`config.mk`:
```
export PLATFORM = sky130hd
export DESIGN_NAME = ms_timer
export DESIGN_NICKNAME = d
export VERILOG_FILES = /design/src/rtl/ms_timer.sv
export SDC_FILE = /design/constraint.sdc
export NUM_CORES = 1
export LEC_CHECK = 0
export CAP_MARGIN = 10
export CORE_AREA = 2 2 59 88
export CTS_CLUSTER_DIAMETER = 60
export DETAILED_ROUTE_END_ITERATION = 7
export DIE_AREA = 0 0 61 90
export PLACE_DENSITY = 0.74
export SYNTH_ARGS = -nofsm -noshare
export SYNTH_HDL_FRONTEND = slang
export SYNTH_SLANG_ARGS = --single-unit
```
`constraint.sdc`:
```
create_clock -name clk -period 2.2 [get_ports clk]
set_input_delay 0.44 -clock clk [delete_from_list [all_inputs] [get_ports clk]]
set_output_delay 0.44 -clock clk [all_outputs]
set_load 0.02 [all_outputs]
```
`src/rtl/ms_timer.sv`:
```
// Millisecond countdown timer: arms on start, counts time_ms ticks of TICK_DIV clocks,
// then raises a level done flag and a one-cycle irq. All outputs are registered.
module ms_timer #(
  parameter int CLK_FREQ_HZ = 27_000_000
) (
  input  logic        clk,
  input  logic        rst,
  input  logic [15:0] time_ms,
  input  logic        start,
  input  logic        interrupt_enable,
  output logic        done,
  output logic        irq,
  output logic [15:0] remaining_ms
);

  localparam int TICK_DIV = CLK_FREQ_HZ / 1000;
  localparam int PW = (TICK_DIV > 1) ? $clog2(TICK_DIV) : 1;
  localparam logic [PW-1:0] TICK_LAST = PW'(TICK_DIV - 1);
  localparam logic [PW-1:0] PRESC_ONE = PW'(1);

  typedef enum logic [1:0] {
    ST_IDLE = 2'd0,
    ST_RUN  = 2'd1,
    ST_DONE = 2'd2
  } state_t;

  state_t          state_r, state_s;
  logic [PW-1:0]   presc_r, presc_s;
  logic [15:0]     remaining_r, remaining_s;
  logic            done_r, done_s;
  logic            irq_r, irq_s;

  // State and output registers
  always_ff @(posedge clk or posedge rst) begin
    if (rst) begin
      state_r     <= ST_IDLE;
      presc_r     <= '0;
      remaining_r <= 16'd0;
      done_r      <= 1'b0;
      irq_r       <= 1'b0;
    end else begin
      state_r     <= state_s;
      presc_r     <= presc_s;
      remaining_r <= remaining_s;
      done_r      <= done_s;
      irq_r       <= irq_s;
    end
  end

  // Next-state and next-output logic
  always_comb begin
    state_s     = state_r;
    presc_s     = presc_r;
    remaining_s = remaining_r;
    done_s      = done_r;
    irq_s       = 1'b0;
    case (state_r)
      ST_IDLE: begin
        if (start) begin
          if (time_ms != 16'd0) begin
            state_s     = ST_RUN;
            remaining_s = time_ms;
            presc_s     = '0;
            done_s      = 1'b0;
          end else begin
            state_s     = ST_DONE;
            remaining_s = 16'd0;
            done_s      = 1'b1;
            irq_s       = interrupt_enable;
          end
        end else begin
          remaining_s = 16'd0;
          presc_s     = '0;
          done_s      = 1'b0;
        end
      end
      ST_RUN: begin
        // Abort takes priority over a final tick on the same edge
        if (!start) begin
          state_s     = ST_IDLE;
          remaining_s = 16'd0;
          presc_s     = '0;
          done_s      = 1'b0;
        end else if (presc_r == TICK_LAST) begin
          presc_s = '0;
          if (remaining_r <= 16'd1) begin
            state_s     = ST_DONE;
            remaining_s = 16'd0;
            done_s      = 1'b1;
            irq_s       = interrupt_enable;
          end else begin
            remaining_s = remaining_r - 16'd1;
          end
        end else begin
          presc_s = presc_r + PRESC_ONE;
        end
      end
      ST_DONE: begin
        if (!start) begin
          state_s = ST_IDLE;
          done_s  = 1'b0;
        end else begin
          done_s  = 1'b1;
        end
        remaining_s = 16'd0;
      end
      default: begin
        state_s     = ST_IDLE;
        presc_s     = '0;
        remaining_s = 16'd0;
        done_s      = 1'b0;
      end
    endcase
  end

  assign done         = done_r;
  assign irq          = irq_r;
  assign remaining_ms = remaining_r;

endmodule

```
==> summary.md, run 1 <==
| Metric | Value |
|---|---|
| Slew Viols, Final | 0 |
| Clk_lat worst skew | 0.28 ns |
| Synth area leader | dfrtp_1 |
| Status | complete, but fails checks |
| Placed cells | 394 |
| Worst Skew | 0.00215 ns |
| Worst setup margin | -0.0443 ns |
| Max-Cap Viols | 0 |
| GR Util met3 | 4.46% |
| Reg area | 876 sq um |
| Global-route wire length before repair | 10900 microns |
| Top post-synthesis cells by count | dfrtp_1, nand2_1, o21ai_0 |
| Finished Layout Cells | 410 |
| Grt ovf | 0 |
| Total power | 3.11 mW |
| Mapped cell area | 2180 sq um |
| Crit Path Max Fanout | 5 |
| CTS tree | done |
| Area growth, synth to finish | 50.7% |
| Pleak | 1.41 nW |
| Main area contributors after synthesis | dfrtp_1, o21ai_0, ha_1 |
| Vias after detailed routing | 2426 |
| Grt met2 use | 43.2% |
| Post-synth top flop | dfrtp_1 |
| Die ar. | 5490 sq um |
| Vias/cell | 5.92 |
| Detailed Route WL | 6600 microns |
| CTS Hold Bufs | 0 |
| M1 GR Usage | 30.2% |
| Floorplan row count | 31 |
| Top-area cell type share of the netlist area | 40.2% |
| CP peak stage delay | 0.55 ns |
| FILL cells | 368 |
| Initial Utilization | 45.7% |
| Setup TNS | -0.0465 ns |
| DRT Pass-1 Iters | 4 |
| Post-synth EDFFs | 0 |
| Synthesized flop and latch total | 35 |
| Busiest layer in global routing | met2 |
| Mapped Cells | 246 |
| Yosys warns | 0 |
| Clock slew at reported path FFs | 0.07 ns |
| Max Freq | 0.446 GHz |
| Avg Cell Area, Syn | 8.87 sq um |
| GP Congestion | 0.863 |
| Post-Syn Nets | 273 |
| Worst-margin pin slew | 0.513 ns |
| DRC Markers | 0 |
| Share of layout cells above drive strength 1 | 27.3% |
| Core ar. | 4770 sq um |
| Layout Nets | 370 |
| Failing checks | setup timing |
| Hold WC Path Type | register to register |
| Die extent in y | 90 microns |
| Vias in the first global route | 2410 |
| CTS max path bufs | 2 |
| CTS Root Cell | clkbuf_8 |
| Antenna diodes | 0 |
| H-tree levels | 2 |
| Peak VDD IR | 0.000361 V |
| Initial antenna violation count | 0 |
| Setup CP Type | register to register |
| Count leader, synth | dfrtp_1 |
| Crit-path cells | or4b_4 > or4_4 > a211o_4 > or3_4 > nand3_2 |
| Drt initial violations | 234 |
| Port Buffer Count | 37 |
| Final hold vios | 0 |
| Detailed Place HPWL | 4550 microns |
| Setup violators final | 3 |
| Crit path capture type | register |
| Multi-input logic area | 1320 sq um |
| Tot GR Track Use | 25.4% |
| Top Ports | 38 |
| WP data arrival | 2.47 ns |
| Wire per inst | 16.1 microns |
| Worst setup SP type | register |
| Clock Sinks | 35 |
| Antenna viol nets, final | 0 |
| Final period util | 102% |
| Fin crit period | 2.24 ns |
| Die width | 61 microns |
| Synth unique cells | 50 |
| Fraction of registers with async set or reset after synthesis | 100% |
| CTS buffer count | 5 |
| RSZ-0062 raised after global routing | true |
| Sequential cell area fraction in the yosys report | 40.2% |
| Data required, critical path | 2.43 ns |
| Worst relative slew slack | 65.5% |
| Largest net degree at the start of global routing | 36 |
| Pwr/cell area | 947 nW/um^2 |
| Slowest cell on the critical path | or4b_4 |
flip-flops by register name, summed over array words and instances (netlist names):
name and count:
irq 1, presc_r 15, state_r 2, done 1, remaining_ms 16
cell usage in the layout, fill, tap and decap left out, types with 4 or more instances in the layout:
cell type,n
inv_1,9
a31oi_1,4
dfrtp_1,35
and2_1,4
nand3_1,15
o31ai_1,8
nor4_1,9
ha_1,7
nand2_1,18
buf_4,63
nor2_1,11
a32oi_1,5
a22oi_1,8
clkdlybuf4s50_1,37
clkbuf_8,7
o21ai_0,17
nor3_1,7
o21ai_1,7
a21oi_1,10
final timing paths:
| kind | cells past startpoint | slack (ns) | endpoint | startpoint |
|---|---|---|---|---|
| max | 5 | -0.04 | remaining_ms[8] | presc_r[7] |
| min | 1 | 0.50 | presc_r[14] | presc_r[14] |
| max reg2reg | 5 | -0.04 | remaining_ms[8] | presc_r[7] |
| min reg2reg | 1 | 0.50 | presc_r[14] | presc_r[14] |
| max in group asynchronous | 3 | 1.31 | done | rst |
| min in group asynchronous | 3 | 0.56 | remaining_ms[14] | rst |
what timing repair did:
item,4_1_cts,5_1_grt
endpoints found under the setup margin,16,26
setup buffers,6,1
pin swaps,2,6
gates cloned,1,0
resized for setup,4,14
final cells by class:
| type | instances | share of cell area [%] |
|---|---|---|
| inverter | 9 | 1.03 |
| tap | 66 | 2.51 |
| timing repair buffer | 102 | 26.6 |
| multi-input combinational | 190 | 40.2 |
| clock buffer | 8 | 3.05 |
| sequential | 35 | 26.6 |
stage by stage:
stage	utilization [%]	hold slack, ns	area [sq um]	worst slack, ns
detailed placement	63.3	0.481	3020	-0.182
global placement	63.3	0.472	3020	-0.201
finish	68.9	0.498	3290	-0.0443
CTS	67.3	0.495	3210	-0.0383
floorplan	-	0.448	2190	0.00692
global route	68.9	0.531	3290	-0.0806
per-layer routing:
layer,up-vias,part of all wire [%]
met5,-,0
met4,0,3.0
met1,1166,39
li1,1152,-
met2,88,53
met3,20,4.8
report_power, final:
part	internal, mW	switching, mW	leakage (nW)
clock network	0.286	0.235	0.0515
logic	0.773	0.954	0.879
registers	0.747	0.117	0.477
worst max-delay path: cells and delay by family (launching register included):
| family | cells | cell delay, ns |
|---|---|---|
| flip-flops | 1 | 0.39 |
| AND/OR/NAND/NOR | 4 | 1.48 |
| AO/OA/AOI/OAI | 1 | 0.32 |
kinds of logic (layout without fill, tap and decap cells):
group	after synthesis	count (layout)	share of synthesized area (%)
xor gates and xnor gates	3	3	1.21
buffers and inverters	22	119	4.30
adders and majority gates	7	7	4.02
and+or+nand+nor	93	93	23.5
DFF	35	35	40.2
AOI/OAI and AO/OA	86	87	26.8
No activity file was read; power rests on OpenSTA's default activity.
==> run 2, diff against run 1 <==
- GPL_ROUTABILITY_DRIVEN: default -> 0
- RECOVER_POWER: default -> 25
- SLEW_MARGIN: default -> 0
==> run 2 against run 1 <==
  * The run still ends with setup timing left
  * Critical path type unchanged
  * Fmax is essentially flat
  * Largest power group unchanged
  * Via count is essentially flat
  * Highest routed layer unchanged
  * First-iteration DRC count shrank 0.43%
==> summary.md, run 2 (same netlist as run 1, synthesis figures left out) <==
| Metric | Value |
|---|---|
| Status | complete, but fails checks |
| Failing checks | setup timing |
| H-tree levels | 2 (unchanged) |
| Die width | 61 microns (unchanged) |
| Leading cell type in the layout, fill and taps excluded | buf_4 |
| Crit-path cells | or4b_4 > or4_4 > a211o_4 > or3_4 > nand3_2 |
| Hold Startpoint | presc_r[14] |
| Antenna viol nets, final | 0 (unchanged) |
| WP data arrival | 2.47 ns (about the same) |
| Crit Path Max Fanout | 5 (unchanged) |
| WP depth | 5 (unchanged) |
| Wire per inst | 16.2 microns (+0.48%) |
| Reg-to-reg startpoint | presc_r[7] |
| Hold endpoint | presc_r[14] |
| Max FFs per register | 16 (unchanged) |
| Clock Sinks | 35 (unchanged) |
| Setup CP Type | register to register |
| Setup violators final | 2 (-1) |
| Cell Area, Placed | 3020 sq um (unchanged) |
| Most frequent cells in the layout | buf_4, clkdlybuf4s50_1, dfrtp_1, nand2_1, o21ai_0 |
| Final period util | 102% (about the same) |
| Design Area, Final | 3280 sq um (about the same) |
| Switching power | 1.31 mW (+0.37%) |
| Die extent in y | 90 microns (unchanged) |
| CTS buffer count | 5 (unchanged) |
| Hold_ws | 0.498 ns (+0.0000510 ns) |
| Grt ovf | 0 (unchanged) |
| Worst setup SP type | register |
| Area growth, synth to finish | 50.6% (about the same) |
| Initial Utilization | 45.7% (unchanged) |
| Layout Nets | 370 (unchanged) |
| Hold path cells | 1 (unchanged) |
| Tot GR Track Use | 25.4% (unchanged) |
| Peak VDD IR | 0.000361 V (about the same) |
| Vias/cell | 5.91 (about the same) |
| Fin crit period | 2.24 ns (-0.00201 ns) |
| Sequential power share | 27.8% (about the same) |
| Worst setup margin | -0.0423 ns (+0.00201 ns) |
| Clock slew at reported path FFs | 0.07 ns (about the same) |
| Slew Viols, Final | 0 (unchanged) |
| Worst r2r path cells | 5 (unchanged) |
| Pwr/cell area | 949 nW/um^2 (+0.20%) |
| Worst Skew | 0.00243 ns (+0.000279 ns) |
| Crit path capture type | register |
| Initial antenna violation count | 0 (unchanged) |
| Detailed Route WL | 6630 microns (+0.48%) |
| Detailed Place HPWL | 4550 microns (unchanged) |
| CTS tree | done |
| Pleak | 1.41 nW (about the same) |
| Reg-to-Reg End | remaining_ms[8] |
| Gate power share | 55.4% (about the same) |
| CTS max path bufs | 2 (unchanged) |
| CTS Root Cell | clkbuf_8 |
| Worst Path Buf+Inv | 0 (unchanged) |
| RSZ-0062 raised after global routing | true |
| CP peak stage delay | 0.55 ns (about the same) |
| Global-route wire length before repair | 10900 microns (unchanged) |
| P_int | 1.80 mW (about the same) |
| Antenna diodes | 0 (unchanged) |
| CTS Hold Bufs | 0 (unchanged) |
| Share of layout cells above drive strength 1 | 27.3% (unchanged) |
| Vias after detailed routing | 2425 (-0.041%) |
| Largest net degree at the start of global routing | 36 (unchanged) |
| Clock share of power | 16.8% (about the same) |
| Top Ports | 38 (unchanged) |
| Floorplan row count | 31 (unchanged) |
| Max Freq | 0.446 GHz (about the same) |
| Port Buffer Count | 37 (unchanged) |
| Vias in the first global route | 2410 (unchanged) |
| Fin util | 68.8% (about the same) |
| Hold WC Path Type | register to register |
| Sw frac | 42.1% (+0.11 points) |
| DRT Pass-1 Iters | 4 (unchanged) |
| Die ar. | 5490 sq um (unchanged) |
| Setup TNS | -0.0426 ns (+0.00390 ns) |
| Slowest cell on the critical path | or4b_4 |
| Core ar. | 4770 sq um (unchanged) |
| Clk_lat worst skew | 0.29 ns (about the same) |
| Worst-margin pin slew | 0.915 ns (+0.402 ns) |
| DRC Markers | 0 (unchanged) |
| Max-Cap Viols | 0 (unchanged) |
| Drt initial violations | 233 (-0.43%) |
| R2r setup slk | -0.04 ns (about the same) |
| Final hold vios | 0 (unchanged) |
| Delay-heaviest family, CP | simple AND/OR/NAND/NOR gates |
| Data required, critical path | 2.43 ns (about the same) |
| Worst relative slew slack | 39.0% (-26 points) |
## run 2: cell count changes in the layout (fill, tap and decap cells not counted)
cell | previous run | this run
buf_4 | 63 | 62
clkbuf_2 | 0 | 1
clkdlybuf4s50_1 | 37 | 36
dlygate4sd3_1 | 0 | 1
## run 2: area by class of cell
class | count | area, sq um
multi-input combinational | 190 | 1320
fill | 368 | 1490
sequential | 35 | 876
tap | 66 | 82.6
inverter | 9 | 33.8
timing repair buffer | 102 | 872
clock buffer | 8 | 100
## run 2: timing repair
item | 4_1_cts | 5_1_grt
setup buffers | 6 | 1
resized for setup | 4 | 14
gates cloned | 1 | 0
setup endpoints to repair | 16 | 26
pin swaps | 2 | 6
## run 2: power groups by stage
stage                     combinational (mW)  sequential (mW)  clock [mW]
final                                   1.73            0.865       0.523
after global routing                    1.88            0.882       0.565
after CTS                               1.63            0.862       0.531
after detailed placement                1.56            0.874           0
after global placement                  1.54            0.869           0
after floorplan                        0.796            0.971           0
## run 2: through the flow
stage               total power [mW]  setup WS (ns)  instances
floorplan                       1.77        0.00692        246
global placement                2.41         -0.201        394
detailed placement              2.44         -0.182        394
CTS                             3.03        -0.0383        409
global route                    3.32        -0.0806        410
finish                          3.12        -0.0423        410
## run 2: how the worst max path moves through the flow
stage	from	to	slack, ns
floorplan	presc_r[7]	state_r[0]	0.007
global placement	time_ms[8]	presc_r[11]	-0.20
detailed placement	time_ms[8]	presc_r[0]	-0.18
CTS	presc_r[7]	remaining_ms[8]	-0.04
global route	presc_r[7]	remaining_ms[8]	-0.08
finish	presc_r[7]	remaining_ms[8]	-0.04
## run 2: worst reg2reg max path: cells and delay by family (launching register included)
family           cells  cell delay (ns)
AO/OA/AOI/OAI        1             0.32
AND/OR/NAND/NOR      4             1.48
flip-flops           1             0.39
## run 2: routing by layer
metal	vias to the layer above	GRT usage, %	part of all wire, %
met5	-	0	0
met4	0	10.9	3.1
met3	20	4.46	4.7
met2	91	43.2	53
met1	1163	30.2	39
li1	1151	-	-
==> run 3, diff against run 2 <==
- CAP_MARGIN: 10 -> 30
==> results of run 3 <==
The final DEF is identical to that of run 2; final timing and power are the same.
